--- src/rtl/frame_sequencer.sv ---
// rtl/frame_sequencer.sv - BMP frame read sequencer producing a tagged 24-bit pixel stream
module frame_sequencer #(
    parameter int                   ADDR_BITS = 24,
    parameter int                   DIM_BITS  = 12,
    parameter logic [ADDR_BITS-1:0] BASE_ADDR = '0
) (
    input  logic                 clk_i,
    input  logic                 reset_i,
    input  logic                 start_i,
    input  logic [DIM_BITS-1:0]  width_i,
    input  logic [DIM_BITS-1:0]  height_i,
    output logic                 mem_rd_en_o,
    output logic [ADDR_BITS-1:0] mem_addr_o,
    input  logic [7:0]           mem_rd_data_i,
    output logic                 pix_valid_o,
    input  logic                 pix_ready_i,
    output logic [23:0]          pix_data_o,
    output logic [DIM_BITS-1:0]  pix_x_o,
    output logic [DIM_BITS-1:0]  pix_y_o,
    output logic                 sof_o,
    output logic                 eol_o,
    output logic                 eof_o,
    output logic                 busy_o,
    output logic                 done_o
);

    typedef enum logic [2:0] {
        S_IDLE,
        S_READ,
        S_LAST,
        S_PRESENT,
        S_DONE
    } state_t;

    state_t                 state_q;
    logic [1:0]             byte_idx_q;
    logic [DIM_BITS-1:0]    width_q;
    logic [DIM_BITS-1:0]    height_q;
    logic [DIM_BITS-1:0]    x_q;
    logic [DIM_BITS-1:0]    y_q;
    logic [ADDR_BITS-1:0]   row_base_q;
    logic [ADDR_BITS-1:0]   stride_q;
    logic                   mem_rd_en_q;
    logic [ADDR_BITS-1:0]   mem_addr_q;
    logic                   pix_valid_q;
    logic [23:0]            pix_data_q;
    logic                   sof_q;
    logic                   eol_q;
    logic                   eof_q;
    logic                   busy_q;
    logic                   done_q;

    // Row stride: 3 bytes per pixel rounded up to a 4-byte boundary (BMP row padding)
    logic [ADDR_BITS-1:0]   width_ext;
    logic [ADDR_BITS-1:0]   stride_d;
    logic                   last_col;
    logic                   last_row;
    logic                   dims_ok;

    assign width_ext = ADDR_BITS'(width_i);
    assign stride_d  = (width_ext + (width_ext << 1) + ADDR_BITS'(3)) & ~ADDR_BITS'(3);
    assign last_col  = (x_q == width_q - 1'b1);
    assign last_row  = (y_q == height_q - 1'b1);
    assign dims_ok   = (width_i != '0) && (height_i != '0);

    // Frame walk FSM: three byte reads, one capture cycle, then hold the pixel until accepted
    always_ff @(posedge clk_i) begin
        if (reset_i) begin
            state_q     <= S_IDLE;
            byte_idx_q  <= '0;
            width_q     <= '0;
            height_q    <= '0;
            x_q         <= '0;
            y_q         <= '0;
            row_base_q  <= '0;
            stride_q    <= '0;
            mem_rd_en_q <= 1'b0;
            mem_addr_q  <= '0;
            pix_valid_q <= 1'b0;
            pix_data_q  <= '0;
            sof_q       <= 1'b0;
            eol_q       <= 1'b0;
            eof_q       <= 1'b0;
            busy_q      <= 1'b0;
            done_q      <= 1'b0;
        end else begin
            case (state_q)
                S_IDLE: begin
                    done_q <= 1'b0;
                    if (start_i) begin
                        if (dims_ok) begin
                            width_q     <= width_i;
                            height_q    <= height_i;
                            stride_q    <= stride_d;
                            row_base_q  <= BASE_ADDR;
                            x_q         <= '0;
                            y_q         <= '0;
                            busy_q      <= 1'b1;
                            mem_rd_en_q <= 1'b1;
                            mem_addr_q  <= BASE_ADDR;
                            byte_idx_q  <= 2'd0;
                            state_q     <= S_READ;
                        end else begin
                            // Degenerate frame: report completion without touching memory
                            done_q  <= 1'b1;
                            state_q <= S_DONE;
                        end
                    end
                end
                S_READ: begin
                    case (byte_idx_q)
                        2'd0: begin
                            mem_addr_q <= mem_addr_q + 1'b1;
                            byte_idx_q <= 2'd1;
                        end
                        2'd1: begin
                            pix_data_q[7:0] <= mem_rd_data_i;
                            mem_addr_q      <= mem_addr_q + 1'b1;
                            byte_idx_q      <= 2'd2;
                        end
                        default: begin
                            pix_data_q[15:8] <= mem_rd_data_i;
                            mem_rd_en_q      <= 1'b0;
                            state_q          <= S_LAST;
                        end
                    endcase
                end
                S_LAST: begin
                    pix_data_q[23:16] <= mem_rd_data_i;
                    pix_valid_q       <= 1'b1;
                    sof_q             <= (x_q == '0) && (y_q == '0);
                    eol_q             <= last_col;
                    eof_q             <= last_col && last_row;
                    state_q           <= S_PRESENT;
                end
                S_PRESENT: begin
                    if (pix_ready_i) begin
                        pix_valid_q <= 1'b0;
                        sof_q       <= 1'b0;
                        eol_q       <= 1'b0;
                        eof_q       <= 1'b0;
                        if (eof_q) begin
                            busy_q  <= 1'b0;
                            done_q  <= 1'b1;
                            state_q <= S_DONE;
                        end else if (eol_q) begin
                            x_q         <= '0;
                            y_q         <= y_q + 1'b1;
                            row_base_q  <= row_base_q + stride_q;
                            mem_addr_q  <= row_base_q + stride_q;
                            mem_rd_en_q <= 1'b1;
                            byte_idx_q  <= 2'd0;
                            state_q     <= S_READ;
                        end else begin
                            // Pixels are contiguous within a row: next byte follows the last one read
                            x_q         <= x_q + 1'b1;
                            mem_addr_q  <= mem_addr_q + 1'b1;
                            mem_rd_en_q <= 1'b1;
                            byte_idx_q  <= 2'd0;
                            state_q     <= S_READ;
                        end
                    end
                end
                S_DONE: begin
                    done_q  <= 1'b0;
                    state_q <= S_IDLE;
                end
                default: begin
                    state_q <= S_IDLE;
                end
            endcase
        end
    end

    assign mem_rd_en_o = mem_rd_en_q;
    assign mem_addr_o  = mem_addr_q;
    assign pix_valid_o = pix_valid_q;
    assign pix_data_o  = pix_data_q;
    assign pix_x_o     = x_q;
    assign pix_y_o     = y_q;
    assign sof_o       = sof_q;
    assign eol_o       = eol_q;
    assign eof_o       = eof_q;
    assign busy_o      = busy_q;
    assign done_o      = done_q;

endmodule

--- config.mk ---
export PLATFORM = sky130hd
export DESIGN_NAME = frame_sequencer
export DESIGN_NICKNAME = d
export VERILOG_FILES = /design/src/rtl/frame_sequencer.sv
export SDC_FILE = /design/constraint.sdc
export NUM_CORES = 1
export LEC_CHECK = 0
export ABC_AREA = 0
export CORE_MARGIN = 2
export CORE_UTILIZATION = 50
export CTS_BUF_LIST = sky130_fd_sc_hd__clkbuf_16
export DETAILED_ROUTE_END_ITERATION = 12
export PLACE_DENSITY_LB_ADDON = 0.25
export SLEW_MARGIN = 20
export SYNTH_ARGS = -nofsm -noshare
export SYNTH_HDL_FRONTEND = slang
export SYNTH_SLANG_ARGS = --single-unit
--- constraint.sdc ---
create_clock -name clk_i -period 2.8 [get_ports clk_i]
set_input_delay 0.56 -clock clk_i [delete_from_list [all_inputs] [get_ports clk_i]]
set_output_delay 0.56 -clock clk_i [all_outputs]
set_load 0.005 [all_outputs]
======== Word-level counts from Yosys, hierarchy flattened ========
Index checks and enable logic that the tools add are counted.
word-level totals
  memory bits (read-only) ................. 0
  logic and storage cells ................. 122
  input port bits ......................... 36
  output and inout bits ................... 79
  bits in latches ......................... 0
  memory bits (writable) .................. 0
  bits in registers ....................... 154
  memories kept ........................... 0
cells by class
  $mul .................................... 0
  reductions and logical operators ........ 26
  $add $sub $neg .......................... 8
  multiplexer cells ....................... 52
  equality and inequality tests ........... 16
  bitwise logic cells ..................... 1
  magnitude comparators ................... 0
  shift-type cells ........................ 0
  divide/modulo/power cells ............... 0
operator list
  operator                                              number
  two-way mux 24 bit                                    9
  two-way mux 12 bit                                    8
  one-hot mux 24 bit (3 select lines)                   1
  one-hot mux 12 bit (2 select lines)                   2
  one-hot mux 24 bit (2 select lines)                   1
  adder 12 x 1 -> 12 bit (second input constant)        2
  adder 24 x 1 -> 24 bit (second input constant)        1
  adder 24 bit                                          1
  equality test 12 bit                                  2
  logical NOT 12 bit                                    2
  AND reduction 6 bit                                   4
  nonzero test 12 bit                                   2
  subtractor 12 x 1 -> 12 bit (second input constant)   2
  != test 2 bit (second input constant)                 8
  adder 14 x 2 -> 15 bit (second input constant)        1
  two-way mux 3 bit                                     5
  adder 12 x 13 -> 14 bit                               1
  two-way mux 1 bit                                     12
  one-hot mux 3 bit (4 select lines)                    1
  one-hot mux 1 bit (2 select lines)                    5
  AND reduction 5 bit                                   2
  AND reduction 3 bit                                   3
  two-way mux 2 bit                                     4
  equality test 3 x 2 -> 1 bit (second input constant)  2
  15 further kinds                                      22

======== Logic depth before layout (Yosys ltp) ========
  word-level depth ........................ 5
  depth in mapped cells ................... 10
  depth with buffers taken out ............ 10

======== Least setup slack after synthesis ========
Ideal clock, no wire load.
  path kind ............................... input-to-reg
  start point ............................. input port width_i[5]
  end point ............................... register stride_q[13]
  arrival time ............................ 2.337 ns
  path slack .............................. 0.332 ns
  required time ........................... 2.669 ns
  path buffers ............................ 0
  stages .................................. 8
  setup time .............................. 0.131 ns
  cells stage by stage .................... ha_1 > ha_1 > or2_2 > a21o_1 > a21o_1 > a41oi_1 > o211ai_1 > nor3b_1
between the ends
  cells in the longest elaborated chain, start to end .. 3
  elaborated cells on any way between the ends .. 5
  those cells by class .................... 2 x add/sub; 3 x reduce/logical
RTL lines
  item                                                                            line  text
  start, declared                                                                 10    input logic [DIM_BITS-1:0] width_i,
  parallel branches: the longest is 3 deep, another holds adder 14 x 2 -> 15 bit  --
  end signal, assigned                                                            94    stride_q <= stride_d;
  end, declared                                                                   42    logic [ADDR_BITS-1:0] stride_q;
Several ways; the timed one is not identified.
A chain may end at the register's enable or synchronous reset.

======== Worst setup path after layout ========
  start point ............................. input port width_i[6]
  end point ............................... register stride_q[13]
The elaborated chain is that of the path after synthesis.

==> parameters.txt <==
Parameter                              Value

Setup path
  Cell depth of the worst flop-to-flop path    11
  Ordered list of cells on the worst path    clkdlybuf4s50_1 > ha_1 > ha_1 > or2_2 > a21o_1 > a21o_1 > a41oi_1 > o211ai_1 > nor3b_1
  R2R Setup Slk    0.21 ns
  Data required time at the worst endpoint    3.10 ns
  Type of destination of the critical path    flop
  R2R Path End    mem_addr_o[22]$_SDFFE_PP0P_
  Worst setup path class    input port to flop
  Reg2Reg Launch Point    stride_q[2]$_SDFFE_PP0P_
  Slowest cell delay on critical path    0.53 ns
  Data arrival at the endpoint of the critical path    2.93 ns
  Max stage delay cell, worst path    sky130_fd_sc_hd__clkdlybuf4s50_1
  Crit Path Max Fanout    3
  Dominant delay contributor by cell family on the critical path    compound AO/OA/AOI/OAI gates
  Sum of buffers and inverters on the critical path    1
  Kind of start point of the critical path    input port

Pwr
  Sequential Power Share    39.8%
  NetSw    1420 uW
  Maximum resistive drop on vdd    0.459 mV
  Combinational fraction of design power    16.5%
  PwrDens    503 mW/mm^2
  Cell Int Power    3970 uW
  Share of total power in the clock network    43.6%
  Standby leakage power    0.00421 uW
  Switching share of power    26.4%

STA
  Max-Slew Margin vs Limit    50.6%
  Unrepaired setup endpoints after global routing    false
  Final hold slack    0.453 ns
  Share of the clock period used by the worst path after layout    94.0%
  Clock Skew    0.00710 ns
  Highest clock frequency the design can meet    380 MHz
  Number of max-slew violations in the final report    0
  Transition time of the tightest slew-check pin    0.740 ns
  Worst setup margin    0.168 ns
  Total of endpoints with negative setup slack in the final report    0
  Time the worst path needs with I/O delays and setup    2.63 ns
  Final count of hold timing violations    0

Route
  DRC violation count after routing    0
  Wire per inst    15.9 um
  Vias after detailed routing    8181
  Post-detailed-route via-to-cell ratio    5.68
  Aggregate routed wire length    23.0 mm
  Number of DRC violations after detailed-routing iteration 0    625
  Number of nets with antenna violations after routing    0
  First-pass iteration count of the detailed router    5

Synthesis
  Synth top area share    34.2%
  Cell area after synthesis    0.00832 sq mm
  Synthesized net count    1137
  Post-Synthesis Cells    1055
  Avg Inst Size Synth    7.88 sq um
  Most instantiated library cell after synthesis    sky130_fd_sc_hd__nand2_1
  Most area-consuming cells after synthesis    sky130_fd_sc_hd__dfxtp_1 (34%), sky130_fd_sc_hd__nand2_1 (7.0%), sky130_fd_sc_hd__ha_1 (6.8%)
  Largest area contributor in the netlist    sky130_fd_sc_hd__dfxtp_1
  Number of flip-flops and latches in the synthesized netlist    142
  Number of enable-type register cells in the synthesized netlist    0
  Warning count from the yosys run    0
  Primary flip-flop cell chosen by synthesis mapping    sky130_fd_sc_hd__dfxtp_1
  Share of synthesized area occupied by flip-flops and latches    34.2%
  Commonest cells in the netlist    sky130_fd_sc_hd__nand2_1 (155), sky130_fd_sc_hd__dfxtp_1 (142), sky130_fd_sc_hd__a21oi_1 (107), sky130_fd_sc_hd__nor2_1 (106), sky130_fd_sc_hd__ha_1 (45)
  Yosys cell types    80
  Async set-reset flop share out of synthesis    0%

Placement
  Worst setup slack before clock tree synthesis    -0.256 ns
  Detail Placement HPWL    17.0 mm
  Port Buf Inserts    114
  Final RePlAce weighted congestion    0.926
  Total placed cells including tap cells    1409

Floorplan
  Total number of placement rows    47
  Die span in y    133 um
  I/O pin total    115
  Floorplan core area    0.0164 sq mm
  Initial Util    50.7%
  Die footprint    0.0177 sq mm
  Die Wd    133 um

Final layout
  Utilization after layout    65.3%
  Signed area change from the synthesized netlist to the final layout    28.8%
  Post-route non-filler standard cell count    1441
  Layout cell share with drive strength beyond 1    9.91%
  Total inserted antenna cells    0
  Final #Nets    1291

CTS
  CTS root buf    sky130_fd_sc_hd__clkbuf_16
  Num CTS Buffers    17
  Max H-tree Level    4
  Clk buf depth    2
  Clock tree from TritonCTS    done
  Clock latency at the later pin of the worst-skew pair    0.42 ns
  Clock transition at the register clock pins on the worst setup and hold paths after CTS    0.06 ns
  Number of sinks on the clock net    142

Global routing
  Number of global-route vias before repair    7687
  Wire length of the first global-routing pass    37.8 mm
  Largest net degree at the start of global routing    43
  Remaining global-route overflow    0
  Antenna violations before repair    0
  Tot GR Track Use    26.2%

Min path
  Launch instance of the worst min-delay path    pix_data_o[11]$_SDFFE_PP0P_
  Path type of the worst min-delay path    flop to flop
  Worst Hold End    pix_data_o[11]$_SDFFE_PP0P_
  Instance count along the most critical hold path    2

Run
  Count of max-cap constraint violations    0

Outcome
  Result of the run    finished, final reports clean
worst max path at each step:
stage	startpoint	endpoint	slack, ns	cells past startpoint
after floorplan	width_i[5]	stride_q[13]$_SDFFE_PP0P_	0.33	8
after global placement	width_i[6]	stride_q[13]$_SDFFE_PP0P_	-0.17	9
after detailed placement	width_i[6]	stride_q[11]$_SDFFE_PP0P_	-0.26	9
after CTS	row_base_q[2]$_SDFFE_PP0P_	row_base_q[18]$_SDFFE_PP0P_	0.07	11
after global routing	stride_q[2]$_SDFFE_PP0P_	row_base_q[16]$_SDFFE_PP0P_	0.05	10
final	width_i[6]	stride_q[13]$_SDFFE_PP0P_	0.17	9
worst min-delay path: cells and delay by family, from the launching register on:
kind               cells  cell delay (ns)
and+or+nand+nor        1             0.05
AOI/OAI and AO/OA      1             0.05
DFF                    1             0.31
through the flow:
| stage | power [uW] | setup TNS [ns] | area, sq um |
|---|---|---|---|
| after floorplan | 2720 | 0 | 8320 |
| after global placement | 3050 | -2.22 | 10100 |
| after CTS | 5400 | 0 | 10700 |
| after global routing | 5600 | 0 | 10700 |
| final | 5390 | 0 | 10700 |
| after detailed placement | 3070 | -4.75 | 10100 |
repair_timing:
item / CTS / global route
endpoints found under the setup margin: 0 / 8
hold endpoints to repair: 0 / 0
setup buffers: 0 / 1
gates resized for setup: 0 / 6
hold buffers: 0 / 0
placed cells by master (no fill, tap or decap), types with 5 or more instances in the layout:
| cell | instances |
|---|---|
| sky130_fd_sc_hd__or3_1 | 5 |
| sky130_fd_sc_hd__nand2b_1 | 7 |
| sky130_fd_sc_hd__nor2_1 | 106 |
| sky130_fd_sc_hd__mux2i_1 | 14 |
| sky130_fd_sc_hd__a211oi_1 | 8 |
| sky130_fd_sc_hd__a21o_1 | 13 |
| sky130_fd_sc_hd__clkdlybuf4s50_1 | 113 |
| sky130_fd_sc_hd__nand3b_1 | 5 |
| sky130_fd_sc_hd__dfxtp_1 | 142 |
| sky130_fd_sc_hd__nor3_1 | 22 |
| sky130_fd_sc_hd__a31oi_1 | 9 |
| sky130_fd_sc_hd__inv_1 | 37 |
| sky130_fd_sc_hd__o31ai_1 | 6 |
| sky130_fd_sc_hd__and2_1 | 7 |
| sky130_fd_sc_hd__a2bb2oi_1 | 5 |
| sky130_fd_sc_hd__nand4_1 | 20 |
| sky130_fd_sc_hd__clkbuf_16 | 17 |
| sky130_fd_sc_hd__nand3_1 | 44 |
| sky130_fd_sc_hd__a22oi_1 | 11 |
| sky130_fd_sc_hd__xor2_1 | 39 |
| sky130_fd_sc_hd__buf_4 | 67 |
| sky130_fd_sc_hd__o22ai_1 | 7 |
| sky130_fd_sc_hd__nand2_1 | 155 |
| sky130_fd_sc_hd__ha_1 | 44 |
| sky130_fd_sc_hd__xnor2_1 | 44 |
| sky130_fd_sc_hd__o21a_1 | 7 |
| sky130_fd_sc_hd__o21ai_0 | 24 |
| sky130_fd_sc_hd__o21ai_1 | 12 |
| sky130_fd_sc_hd__nor2b_1 | 7 |
| sky130_fd_sc_hd__and3_1 | 12 |
| sky130_fd_sc_hd__nor4_1 | 13 |
| sky130_fd_sc_hd__a21oi_1 | 106 |
per-layer routing:
metal | up-vias | share of wire (%) | global-route usage [%]
met1 | 3862 | 46 | 34.9
met4 | 0 | 2.5 | 10.6
met2 | 220 | 47 | 42.1
met5 | - | 0 | 0
li1 | 4054 | - | -
met3 | 45 | 5.0 | 4.87
flip-flops by register name, summed over array words and instances, names as in the netlist, 2 cells and up:
register	flops
byte_idx_q	2
height_q	12
mem_addr_o	24
pix_data_o	24
pix_x_o	12
pix_y_o	12
row_base_q	22
state_q	3
stride_q	12
width_q	12
final cells by class:
| cell class | instances | area, sq um |
|---|---|---|
| Clock inverter | 14 | 179 |
| Tap cell | 220 | 275 |
| Clock buffer | 17 | 425 |
| Sequential cell | 142 | 2840 |
| Multi-Input combinational cell | 831 | 5170 |
| Fill cell | 1403 | 5700 |
| Timing Repair Buffer | 183 | 1690 |
| Inverter | 34 | 128 |
kinds of logic (layout without fill, tap and decap cells):
group                    after synthesis  in the layout  share of synthesized area [%]
flip-flops                           142            142                           34.2
adder cells (fa/ha/maj)               46             46                           7.01
buffers and inverters                 82            248                           4.08
AND/OR/NAND/NOR                      430            430                           24.5
AO/OA/AOI/OAI                        257            257                           19.6
multiplexers                          15             15                           1.82
XOR/XNOR                              83             83                           8.74
power by group through the flow:
stage,clock network (uW),registers (uW),logic (uW)
2_1_floorplan,0,2170,558
5_1_grt,2460,2150,982
4_1_cts,2370,2150,887
3_3_place_gp,0,2190,867
3_5_place_dp,0,2190,879
6_report,2350,2150,891
No activity file was read; power rests on OpenSTA's default activity.
